**config.mk**
```make
export PLATFORM = sky130hd
export DESIGN_NAME = src_control_unit_flat
export DESIGN_NICKNAME = d
export VERILOG_FILES = /design/src/rtl/src_control_unit_pkg.sv /design/src/rtl/src_control_unit_if.sv /design/src/rtl/src_control_unit_opcode_decoder.sv /design/src/rtl/src_control_unit.sv /design/src/flat_wrapper.sv
export SDC_FILE = /design/constraint.sdc
export NUM_CORES = 1
export LEC_CHECK = 0
export ABC_CLOCK_PERIOD_IN_PS = 2700
export CAP_MARGIN = 0
export CORE_MARGIN = 3
export CORE_UTILIZATION = 55
export CTS_CLUSTER_SIZE = 40
export DETAILED_ROUTE_END_ITERATION = 12
export PLACE_DENSITY_LB_ADDON = 0.12
export SLEW_MARGIN = 20
export SYNTH_ARGS = -nofsm -noshare
export SYNTH_HDL_FRONTEND = slang
export SYNTH_SLANG_ARGS = --single-unit
```
**constraint.sdc**
```tcl
create_clock -name clk -period 2.7 [get_ports clk]
set_input_delay 0.27 -clock clk [delete_from_list [all_inputs] [get_ports clk]]
set_output_delay 0.27 -clock clk [all_outputs]
set_load 0.02 [all_outputs]
```
**src/rtl/src_control_unit_pkg.sv**
```systemverilog
// rtl/src_control_unit_pkg.sv - SRC control unit types; SRC_SINGLE_STEP_EN adds the PAUSE state
package src_ctrl_pkg;

  typedef enum logic [4:0] {
    OP_NOP  = 5'd0,
    OP_LD   = 5'd1,
    OP_ST   = 5'd3,
    OP_LA   = 5'd5,
    OP_BR   = 5'd8,
    OP_ADD  = 5'd12,
    OP_ADDI = 5'd13,
    OP_SUB  = 5'd14,
    OP_NEG  = 5'd15,
    OP_AND  = 5'd20,
    OP_ANDI = 5'd21,
    OP_OR   = 5'd22,
    OP_ORI  = 5'd23,
    OP_NOT  = 5'd24,
    OP_STOP = 5'd31
  } opcode_t;

  typedef enum logic [3:0] {
    ALU_PASS, ALU_ADD, ALU_SUB, ALU_NEG, ALU_AND, ALU_OR, ALU_NOT, ALU_INC4
  } alu_op_t;

  typedef enum logic [3:0] {
    ST_IDLE, ST_T0, ST_T1, ST_T2, ST_T3, ST_T4, ST_T5, ST_T6, ST_T7, ST_HALT
`ifdef SRC_SINGLE_STEP_EN
    , ST_PAUSE
`endif
  } state_t;

  typedef enum logic [3:0] {
    CLS_NOP, CLS_MEM_LD, CLS_MEM_ST, CLS_LA, CLS_ALU_RR, CLS_ALU_RI,
    CLS_ALU_UN, CLS_BR, CLS_STOP, CLS_ILLEGAL
  } iclass_t;

  typedef struct packed {
    logic    pc_out;
    logic    pc_in;
    logic    ma_in;
    logic    md_out;
    logic    md_in;
    logic    ir_in;
    logic    c1_out;
    logic    c2_out;
    logic    gra;
    logic    grb;
    logic    grc;
    logic    r_out;
    logic    r_in;
    logic    ba_out;
    logic    a_in;
    logic    c_in;
    logic    c_out;
    alu_op_t alu_op;
    logic    con_in;
    logic    mem_read;
    logic    mem_write;
  } ctrl_t;

endpackage

```
**src/rtl/src_control_unit_if.sv**
```systemverilog
// rtl/src_control_unit_if.sv - control unit <-> datapath/IR/memory signal bundle
interface src_control_unit_if;
  import src_ctrl_pkg::*;

  logic       run;
  logic [4:0] opcode;
  logic       con;
  logic       mem_done;
`ifdef SRC_SINGLE_STEP_EN
  logic       step;
`endif
  logic pc_out, pc_in, ma_in, md_out, md_in, ir_in;
  logic c1_out, c2_out;
  logic gra, grb, grc, r_out, r_in, ba_out;
  logic a_in, c_in, c_out;
  alu_op_t alu_op;
  logic con_in, mem_read, mem_write;
  logic halted, err;

  modport master (
    input  run, opcode, con, mem_done,
`ifdef SRC_SINGLE_STEP_EN
    input  step,
`endif
    output pc_out, pc_in, ma_in, md_out, md_in, ir_in, c1_out, c2_out,
    output gra, grb, grc, r_out, r_in, ba_out, a_in, c_in, c_out,
    output alu_op, con_in, mem_read, mem_write, halted, err
  );

  modport slave (
    output run, opcode, con, mem_done,
`ifdef SRC_SINGLE_STEP_EN
    output step,
`endif
    input  pc_out, pc_in, ma_in, md_out, md_in, ir_in, c1_out, c2_out,
    input  gra, grb, grc, r_out, r_in, ba_out, a_in, c_in, c_out,
    input  alu_op, con_in, mem_read, mem_write, halted, err
  );

endinterface

```
**src/rtl/src_control_unit_opcode_decoder.sv**
```systemverilog
// rtl/src_control_unit_opcode_decoder.sv - opcode to instruction class and ALU operation
module src_opcode_decoder
  import src_ctrl_pkg::*;
(
  input  logic [4:0] opcode_i,
  output iclass_t    cls_o,
  output alu_op_t    alu_op_o
);

  always_comb begin
    cls_o    = CLS_ILLEGAL;
    alu_op_o = ALU_PASS;
    case (opcode_i)
      OP_NOP:  cls_o = CLS_NOP;
      OP_LD:   begin cls_o = CLS_MEM_LD; alu_op_o = ALU_ADD; end
      OP_ST:   begin cls_o = CLS_MEM_ST; alu_op_o = ALU_ADD; end
      OP_LA:   begin cls_o = CLS_LA;     alu_op_o = ALU_ADD; end
      OP_BR:   cls_o = CLS_BR;
      OP_ADD:  begin cls_o = CLS_ALU_RR; alu_op_o = ALU_ADD; end
      OP_SUB:  begin cls_o = CLS_ALU_RR; alu_op_o = ALU_SUB; end
      OP_AND:  begin cls_o = CLS_ALU_RR; alu_op_o = ALU_AND; end
      OP_OR:   begin cls_o = CLS_ALU_RR; alu_op_o = ALU_OR;  end
      OP_ADDI: begin cls_o = CLS_ALU_RI; alu_op_o = ALU_ADD; end
      OP_ANDI: begin cls_o = CLS_ALU_RI; alu_op_o = ALU_AND; end
      OP_ORI:  begin cls_o = CLS_ALU_RI; alu_op_o = ALU_OR;  end
      OP_NEG:  begin cls_o = CLS_ALU_UN; alu_op_o = ALU_NEG; end
      OP_NOT:  begin cls_o = CLS_ALU_UN; alu_op_o = ALU_NOT; end
      OP_STOP: cls_o = CLS_STOP;
      default: cls_o = CLS_ILLEGAL;
    endcase
  end

endmodule

```
**src/rtl/src_control_unit.sv**
```systemverilog
// rtl/src_control_unit.sv - SRC hardwired T-step sequencer with registered strobes
// SRC_SINGLE_STEP_EN adds a step input and a PAUSE state between instructions.
module src_control_unit
  import src_ctrl_pkg::*;
#(
  parameter int W            = 32,
  parameter int MEM_WAIT_MAX = 15
) (
  input logic               clk,
  input logic               rst,
  src_control_unit_if.master bus
);

  localparam logic [3:0]   WAIT_MAX = 4'(MEM_WAIT_MAX);
  localparam logic [W-1:0] INC4_K   = W'(4);

  state_t     state_q, state_d, end_state;
  iclass_t    cls_q, cls_d, dec_cls;
  alu_op_t    aop_q, aop_d, dec_aop;
  logic [3:0] wait_q, wait_d;
  logic       err_q, err_d;
  logic       halted_q;
  logic       br_pc_q;
  logic       mem_wait;
  ctrl_t      ctrl_q;

  src_opcode_decoder u_dec (
    .opcode_i (bus.opcode),
    .cls_o    (dec_cls),
    .alu_op_o (dec_aop)
  );

  function automatic ctrl_t ctrl_for(input state_t s, input iclass_t c, input alu_op_t op);
    ctrl_t k;
    k = '0;
    case (s)
      ST_T0: begin k.pc_out = 1'b1; k.ma_in = 1'b1; k.alu_op = ALU_INC4; k.c_in = 1'b1; end
      ST_T1: begin k.mem_read = 1'b1; k.c_out = 1'b1; k.pc_in = 1'b1; end
      ST_T2: begin k.md_out = 1'b1; k.ir_in = 1'b1; end
      ST_T3: case (c)
        CLS_MEM_LD, CLS_MEM_ST, CLS_LA: begin k.grb = 1'b1; k.ba_out = 1'b1; k.a_in = 1'b1; end
        CLS_ALU_RR, CLS_ALU_RI:         begin k.grb = 1'b1; k.r_out = 1'b1; k.a_in = 1'b1; end
        CLS_ALU_UN: begin k.grc = 1'b1; k.r_out = 1'b1; k.alu_op = op; k.c_in = 1'b1; end
        CLS_BR:     begin k.grc = 1'b1; k.r_out = 1'b1; k.con_in = 1'b1; end
        default: ;
      endcase
      ST_T4: case (c)
        CLS_MEM_LD, CLS_MEM_ST, CLS_LA: begin k.c2_out = 1'b1; k.alu_op = ALU_ADD; k.c_in = 1'b1; end
        CLS_ALU_RR: begin k.grc = 1'b1; k.r_out = 1'b1; k.alu_op = op; k.c_in = 1'b1; end
        CLS_ALU_RI: begin k.c2_out = 1'b1; k.alu_op = op; k.c_in = 1'b1; end
        CLS_ALU_UN: begin k.c_out = 1'b1; k.gra = 1'b1; k.r_in = 1'b1; end
        CLS_BR:     begin k.grb = 1'b1; k.r_out = 1'b1; end
        default: ;
      endcase
      ST_T5: case (c)
        CLS_MEM_LD, CLS_MEM_ST:         begin k.c_out = 1'b1; k.ma_in = 1'b1; end
        CLS_LA, CLS_ALU_RR, CLS_ALU_RI: begin k.c_out = 1'b1; k.gra = 1'b1; k.r_in = 1'b1; end
        default: ;
      endcase
      ST_T6: case (c)
        CLS_MEM_LD: k.mem_read = 1'b1;
        CLS_MEM_ST: begin k.gra = 1'b1; k.r_out = 1'b1; k.md_in = 1'b1; end
        default: ;
      endcase
      ST_T7: case (c)
        CLS_MEM_LD: begin k.md_out = 1'b1; k.gra = 1'b1; k.r_in = 1'b1; end
        CLS_MEM_ST: k.mem_write = 1'b1;
        default: ;
      endcase
      default: ;
    endcase
    return k;
  endfunction

`ifdef SRC_SINGLE_STEP_EN
  logic step_q;
  assign end_state = bus.run ? ST_PAUSE : ST_IDLE;
`else
  assign end_state = bus.run ? ST_T0 : ST_IDLE;
`endif

  assign mem_wait = (state_q == ST_T1) ||
                    (state_q == ST_T6 && cls_q == CLS_MEM_LD) ||
                    (state_q == ST_T7 && cls_q == CLS_MEM_ST);

  always_comb begin
    state_d = state_q;
    cls_d   = cls_q;
    aop_d   = aop_q;
    wait_d  = wait_q;
    err_d   = err_q;
    case (state_q)
      ST_IDLE: if (bus.run) state_d = ST_T0;
      ST_T0:   state_d = ST_T1;
      ST_T1:   state_d = ST_T2;
      ST_T2: begin
        state_d = ST_T3;
        cls_d   = dec_cls;
        aop_d   = dec_aop;
      end
      ST_T3: case (cls_q)
        CLS_NOP:     state_d = end_state;
        CLS_STOP:    state_d = ST_HALT;
        CLS_ILLEGAL: begin state_d = ST_HALT; err_d = 1'b1; end
        default:     state_d = ST_T4;
      endcase
      ST_T4:   state_d = (cls_q == CLS_ALU_UN || cls_q == CLS_BR) ? end_state : ST_T5;
      ST_T5:   state_d = (cls_q == CLS_MEM_LD || cls_q == CLS_MEM_ST) ? ST_T6 : end_state;
      ST_T6:   state_d = ST_T7;
      ST_T7:   state_d = end_state;
      ST_HALT: state_d = ST_HALT;
`ifdef SRC_SINGLE_STEP_EN
      ST_PAUSE: begin
        if (!bus.run)                  state_d = ST_IDLE;
        else if (bus.step && !step_q)  state_d = ST_T0;
      end
`endif
      default: state_d = ST_IDLE;
    endcase
    // A wait step overrides the normal advance until mem_done or timeout.
    if (mem_wait) begin
      if (bus.mem_done) begin
        wait_d = 4'd0;
      end else if (wait_q == WAIT_MAX) begin
        state_d = ST_HALT;
        err_d   = 1'b1;
        wait_d  = 4'd0;
      end else begin
        state_d = state_q;
        wait_d  = wait_q + 4'd1;
      end
    end
  end

  always_ff @(posedge clk or negedge rst) begin
    if (!rst) begin
      state_q  <= ST_IDLE;
      cls_q    <= CLS_NOP;
      aop_q    <= ALU_PASS;
      wait_q   <= 4'd0;
      err_q    <= 1'b0;
      halted_q <= 1'b0;
      br_pc_q  <= 1'b0;
      ctrl_q   <= '0;
`ifdef SRC_SINGLE_STEP_EN
      step_q   <= 1'b0;
`endif
    end else begin
      state_q  <= state_d;
      cls_q    <= cls_d;
      aop_q    <= aop_d;
      wait_q   <= wait_d;
      err_q    <= err_d;
      halted_q <= (state_d == ST_HALT);
      br_pc_q  <= (state_d == ST_T4) && (cls_d == CLS_BR);
      ctrl_q   <= ctrl_for(state_d, cls_d, aop_d);
`ifdef SRC_SINGLE_STEP_EN
      step_q   <= bus.step;
`endif
    end
  end

  assign bus.pc_out    = ctrl_q.pc_out;
  // Branch target load follows the live CON flag, which is only valid once T3's con_in has landed.
  assign bus.pc_in     = ctrl_q.pc_in | (br_pc_q & bus.con);
  assign bus.ma_in     = ctrl_q.ma_in;
  assign bus.md_out    = ctrl_q.md_out;
  assign bus.md_in     = ctrl_q.md_in;
  assign bus.ir_in     = ctrl_q.ir_in;
  assign bus.c1_out    = ctrl_q.c1_out;
  assign bus.c2_out    = ctrl_q.c2_out;
  assign bus.gra       = ctrl_q.gra;
  assign bus.grb       = ctrl_q.grb;
  assign bus.grc       = ctrl_q.grc;
  assign bus.r_out     = ctrl_q.r_out;
  assign bus.r_in      = ctrl_q.r_in;
  assign bus.ba_out    = ctrl_q.ba_out;
  assign bus.a_in      = ctrl_q.a_in;
  assign bus.c_in      = ctrl_q.c_in;
  assign bus.c_out     = ctrl_q.c_out;
  assign bus.alu_op    = ctrl_q.alu_op;
  assign bus.con_in    = ctrl_q.con_in;
  assign bus.mem_read  = ctrl_q.mem_read;
  assign bus.mem_write = ctrl_q.mem_write;
  assign bus.halted    = halted_q;
  assign bus.err       = err_q;

  logic [6:0] bus_drivers;
  assign bus_drivers = {ctrl_q.r_out, ctrl_q.pc_out, ctrl_q.md_out, ctrl_q.c1_out,
                        ctrl_q.c2_out, ctrl_q.c_out, ctrl_q.ba_out};

  a_single_driver: assert property (@(posedge clk) disable iff (!rst) $onehot0(bus_drivers));
  a_inc4: assert property (@(posedge clk) disable iff (!rst)
    (ctrl_q.alu_op == ALU_INC4) |-> (ctrl_q.pc_out && ctrl_q.c_in && INC4_K[2]));

endmodule
```
**src/flat_wrapper.sv**
```systemverilog
// flat-port wrapper written by rule: the top's interface ports become plain ports
module src_control_unit_flat import src_ctrl_pkg::*;
#(
  parameter int W            = 32,
  parameter int MEM_WAIT_MAX = 15
)
  (clk, rst, bus_run, bus_opcode, bus_con, bus_mem_done, bus_pc_out, bus_pc_in, bus_ma_in, bus_md_out, bus_md_in, bus_ir_in, bus_c1_out, bus_c2_out, bus_gra, bus_grb, bus_grc, bus_r_out, bus_r_in, bus_ba_out, bus_a_in, bus_c_in, bus_c_out, bus_alu_op, bus_con_in, bus_mem_read, bus_mem_write, bus_halted, bus_err);
  src_control_unit_if bus_i ();
  input logic clk;
  input logic rst;
  input wire logic [$bits(bus_i.run)-1:0] bus_run;
  input wire logic [$bits(bus_i.opcode)-1:0] bus_opcode;
  input wire logic [$bits(bus_i.con)-1:0] bus_con;
  input wire logic [$bits(bus_i.mem_done)-1:0] bus_mem_done;
  output wire logic [$bits(bus_i.pc_out)-1:0] bus_pc_out;
  output wire logic [$bits(bus_i.pc_in)-1:0] bus_pc_in;
  output wire logic [$bits(bus_i.ma_in)-1:0] bus_ma_in;
  output wire logic [$bits(bus_i.md_out)-1:0] bus_md_out;
  output wire logic [$bits(bus_i.md_in)-1:0] bus_md_in;
  output wire logic [$bits(bus_i.ir_in)-1:0] bus_ir_in;
  output wire logic [$bits(bus_i.c1_out)-1:0] bus_c1_out;
  output wire logic [$bits(bus_i.c2_out)-1:0] bus_c2_out;
  output wire logic [$bits(bus_i.gra)-1:0] bus_gra;
  output wire logic [$bits(bus_i.grb)-1:0] bus_grb;
  output wire logic [$bits(bus_i.grc)-1:0] bus_grc;
  output wire logic [$bits(bus_i.r_out)-1:0] bus_r_out;
  output wire logic [$bits(bus_i.r_in)-1:0] bus_r_in;
  output wire logic [$bits(bus_i.ba_out)-1:0] bus_ba_out;
  output wire logic [$bits(bus_i.a_in)-1:0] bus_a_in;
  output wire logic [$bits(bus_i.c_in)-1:0] bus_c_in;
  output wire logic [$bits(bus_i.c_out)-1:0] bus_c_out;
  output wire logic [$bits(bus_i.alu_op)-1:0] bus_alu_op;
  output wire logic [$bits(bus_i.con_in)-1:0] bus_con_in;
  output wire logic [$bits(bus_i.mem_read)-1:0] bus_mem_read;
  output wire logic [$bits(bus_i.mem_write)-1:0] bus_mem_write;
  output wire logic [$bits(bus_i.halted)-1:0] bus_halted;
  output wire logic [$bits(bus_i.err)-1:0] bus_err;
  assign bus_i.run = bus_run;
  assign bus_i.opcode = bus_opcode;
  assign bus_i.con = bus_con;
  assign bus_i.mem_done = bus_mem_done;
  assign bus_pc_out = bus_i.pc_out;
  assign bus_pc_in = bus_i.pc_in;
  assign bus_ma_in = bus_i.ma_in;
  assign bus_md_out = bus_i.md_out;
  assign bus_md_in = bus_i.md_in;
  assign bus_ir_in = bus_i.ir_in;
  assign bus_c1_out = bus_i.c1_out;
  assign bus_c2_out = bus_i.c2_out;
  assign bus_gra = bus_i.gra;
  assign bus_grb = bus_i.grb;
  assign bus_grc = bus_i.grc;
  assign bus_r_out = bus_i.r_out;
  assign bus_r_in = bus_i.r_in;
  assign bus_ba_out = bus_i.ba_out;
  assign bus_a_in = bus_i.a_in;
  assign bus_c_in = bus_i.c_in;
  assign bus_c_out = bus_i.c_out;
  assign bus_alu_op = bus_i.alu_op;
  assign bus_con_in = bus_i.con_in;
  assign bus_mem_read = bus_i.mem_read;
  assign bus_mem_write = bus_i.mem_write;
  assign bus_halted = bus_i.halted;
  assign bus_err = bus_i.err;
  src_control_unit #(.W(W), .MEM_WAIT_MAX(MEM_WAIT_MAX)) u_core (.clk(clk), .rst(rst), .bus(bus_i));
endmodule
```
==> out/metrics.yaml <==
start_kind: "flop"
num-fill-cells: 363
r2r_end: "u_core.bus.gra"
crit_required_ns: 2.91
ios: 36
outcome: "finished clean"
rr_startpoint: "u_core.state_q[2]"
peakVddDrop_mv: 0.444
syn_nets: 285
cts_setup_buffers: 0
cts_sinks: 42
p_leak_uw: 0.00134
yosysSeqAreaShare_pct: 41.6
drt_iter0_drc: 108
p_sw_share_pct: 41.0
crit_type: "flop to flop"
io_buffers: 34
antennaDiodeCount: 0
cts_root_buffer: "clkbuf_8"
final_cells: 360
p_int_uw: 1730
hold_violations: 0
synth_cells: 274
drtPass1Iterations: 4
cp.arrival_ns: 2.79
final.setup.tns_ns: 0
layout_common_cells: "42 x dfrtp_1, 33 x clkdlybuf4s50_1, 25 x nand2_1"
vias_per_cell: 5.84
clockBufferDepth: 2
slew_violations: 0
drc: 0
synthDistinctLibCells: 73
reg2reg_setup_slack_ns: 0.12
die-area_mm2: 0.00544
ff2ff_path_depth: 7
async_reset_ff_share_pct: 100
cts_tree: "done"
post-place-ws_ns: 0.0921
layout.nets: 318
max_slew_margin_pct: 38.4
pwr-share-seq_pct: 33.0
holdWs_ns: 0.108
cp-end-kind: "flop"
antenna_found_initial: 0
fin_ws_ns: 0.119
syn_area_mm2: 0.00252
cap_violations: 0
place_inst: 352
wl_per_cell_um: 15.0
cts_max_level: 2
gp_congestion: 0.882
drive_above_1_share_pct: 13.6
initial_core_util_pct: 57.6
path_buf_inv: 1
path_cells: "buf_4 > nor2b_1 > a41oi_1 > a21oi_4 > or4_1 > a2111o_1 > o2111ai_1"
finalSetupViolCount: 0
die-height_um: 73.8
cpPeakStageDelay_ns: 0.54
synth_edf_count: 0
tightest_slew_ns: 0.924
areaGrowthSynthToFinish_pct: 18.4
hp-class: "primary input to async pin"
drtAntennaViolNets: 0
syn-mean-instance-area_um2: 9.22
clock_latency_ns: 0.30
clk_pin_slew_ns: 0.08
path_delay_family: "compound AO/OA/AOI/OAI gates"
p_sw_uw: 1210
total_power_uw: 2940
grt_pass1_wl_mm: 8.74
path_depth: 7
grt_usage_pct: 20.8
power_density_mw_per_mm2: 984
first_global_vias: 1793
fin_crit_sh_pct: 95.6
dpl.hpwl_mm: 3.97
clkPwrFrac_pct: 16.8
cp-endpoint: "u_core.bus.gra"
rows: 24
die_x_um: 73.8
synth_warnings: 0
cp_slowest_cell: "or4_1"
grt_max_degree: 43
core_area_mm2: 0.00438
fin_skew_ns: 0.00508
rsz0062_at_grt: "false"
pwr-share-comb_pct: 50.3
vias: 2101
wl_mm: 5.41
fin_crit_ns: 2.58
cts_buffers: 5
synth-main-ff-cell: "dfrtp_1"
cp_max_fo: 9
timing.fmax_mhz: 388
crit_start: "u_core.state_q[2]"
synth-seq-cells: 42
final_common_cell: "dfrtp_1"
grt-ovfl-total: 0
==> routing by layer <==
layer,vias up,share of wire (%),track usage (%)
met1,993,48,30.2
li1,1041,-,-
met4,0,1.9,7.24
met5,-,0,0
met3,12,4.0,3.97
met2,55,46,31.0
==> registers in the layout, indices dropped and copies added (netlist names), 4 cells and up <==
register and count:
u_core.aop_q 4, u_core.cls_q 4, u_core.state_q 4, u_core.wait_q 4, u_core.bus.alu_op 4
==> final cells by class <==
cell class                      count  area, um^2  area share [%]
Timing Repair Buffer               51         463            15.5
Multi-Input combinational cell    193        1250            41.8
Clock buffer                        6        72.6            2.43
Inverter                           14        52.6            1.76
Tap cell                           52        65.1            2.18
Clock inverter                      2        37.5            1.26
Sequential cell                    42        1050            35.1
==> synth_stat cells (2+ instances only) <==
library cell | count | area share (%)
a211o_1 | 2 | 0.69
a211oi_1 | 4 | 1.2
a21o_1 | 2 | 0.59
a21oi_1 | 15 | 3.0
a31oi_1 | 7 | 1.7
a41oi_1 | 2 | 0.69
and2_1 | 8 | 2.0
and3_1 | 3 | 0.74
buf_4 | 9 | 2.7
buf_6 | 2 | 0.89
clkbuf_1 | 8 | 1.2
clkbuf_8 | 4 | 2.2
dfrtp_1 | 42 | 42
inv_1 | 11 | 1.6
inv_2 | 2 | 0.30
mux2i_1 | 2 | 0.79
nand2_1 | 25 | 3.7
nand2b_1 | 7 | 1.7
nand3_1 | 7 | 1.4
nand4_1 | 2 | 0.50
nor2_1 | 17 | 2.5
nor2b_1 | 2 | 0.50
nor3_1 | 2 | 0.40
nor4_1 | 2 | 0.50
nor4b_1 | 2 | 0.69
o2111ai_1 | 2 | 0.69
o211ai_1 | 4 | 1.2
o21a_1 | 2 | 0.59
o21ai_0 | 18 | 3.6
o21ai_1 | 3 | 0.59
o22ai_1 | 2 | 0.50
o31ai_1 | 3 | 0.89
or2_1 | 2 | 0.50
or2_2 | 2 | 0.50
or3_1 | 2 | 0.50
or3b_1 | 3 | 1.0
xnor2_1 | 6 | 2.1
==> power by group through the flow <==
stage / clock network, uW / registers [uW] / logic (uW)
floorplan: 0 / 962 / 1100
global route: 529 / 1000 / 1610
finish: 493 / 970 / 1480
CTS: 507 / 968 / 1460
detailed placement: 0 / 975 / 1450
global placement: 0 / 978 / 1430
==> timing repair <==
action | CTS | global route
resized for setup | 0 | 2
hold buffers | 0 | 0
setup endpoints to repair | 0 | 4
endpoints found under the hold margin | 0 | 0
==> stage by stage <==
step           cell area [um^2]  utilization, %
3_3_place_gp               2870            65.4
4_1_cts                    2980            67.9
6_report                   2990            68.2
5_1_grt                    2990            68.2
3_5_place_dp               2870            65.4
2_1_floorplan              2520               -
==> logic make-up (layout without fill, tap and decap cells) <==
| kind of cell | Yosys count | count (layout) | share of synthesized area (%) |
|---|---|---|---|
| buf+inv | 39 | 73 | 9.41 |
| other cells | 1 | 1 | 0.149 |
| fa+ha+maj | 1 | 1 | 0.495 |
| simple gates | 98 | 98 | 21.9 |
| xor+xnor | 7 | 7 | 2.43 |
| mux | 4 | 4 | 1.83 |
| flops | 42 | 42 | 41.6 |
| compound gates | 82 | 82 | 22.2 |
==> how the worst min path moves through the flow <==
stage | start | end | depth (start not counted)
global placement | rst | u_core.bus.halted | 1
detailed placement | rst | u_core.bus.mem_write | 1
global route | rst | u_core.bus.mem_write | 1
finish | rst | u_core.wait_q[2] | 1
floorplan | rst | u_core.aop_q[0] | 0
CTS | rst | u_core.state_q[3] | 1
Note: power is estimated with default switching activity, not from simulation.
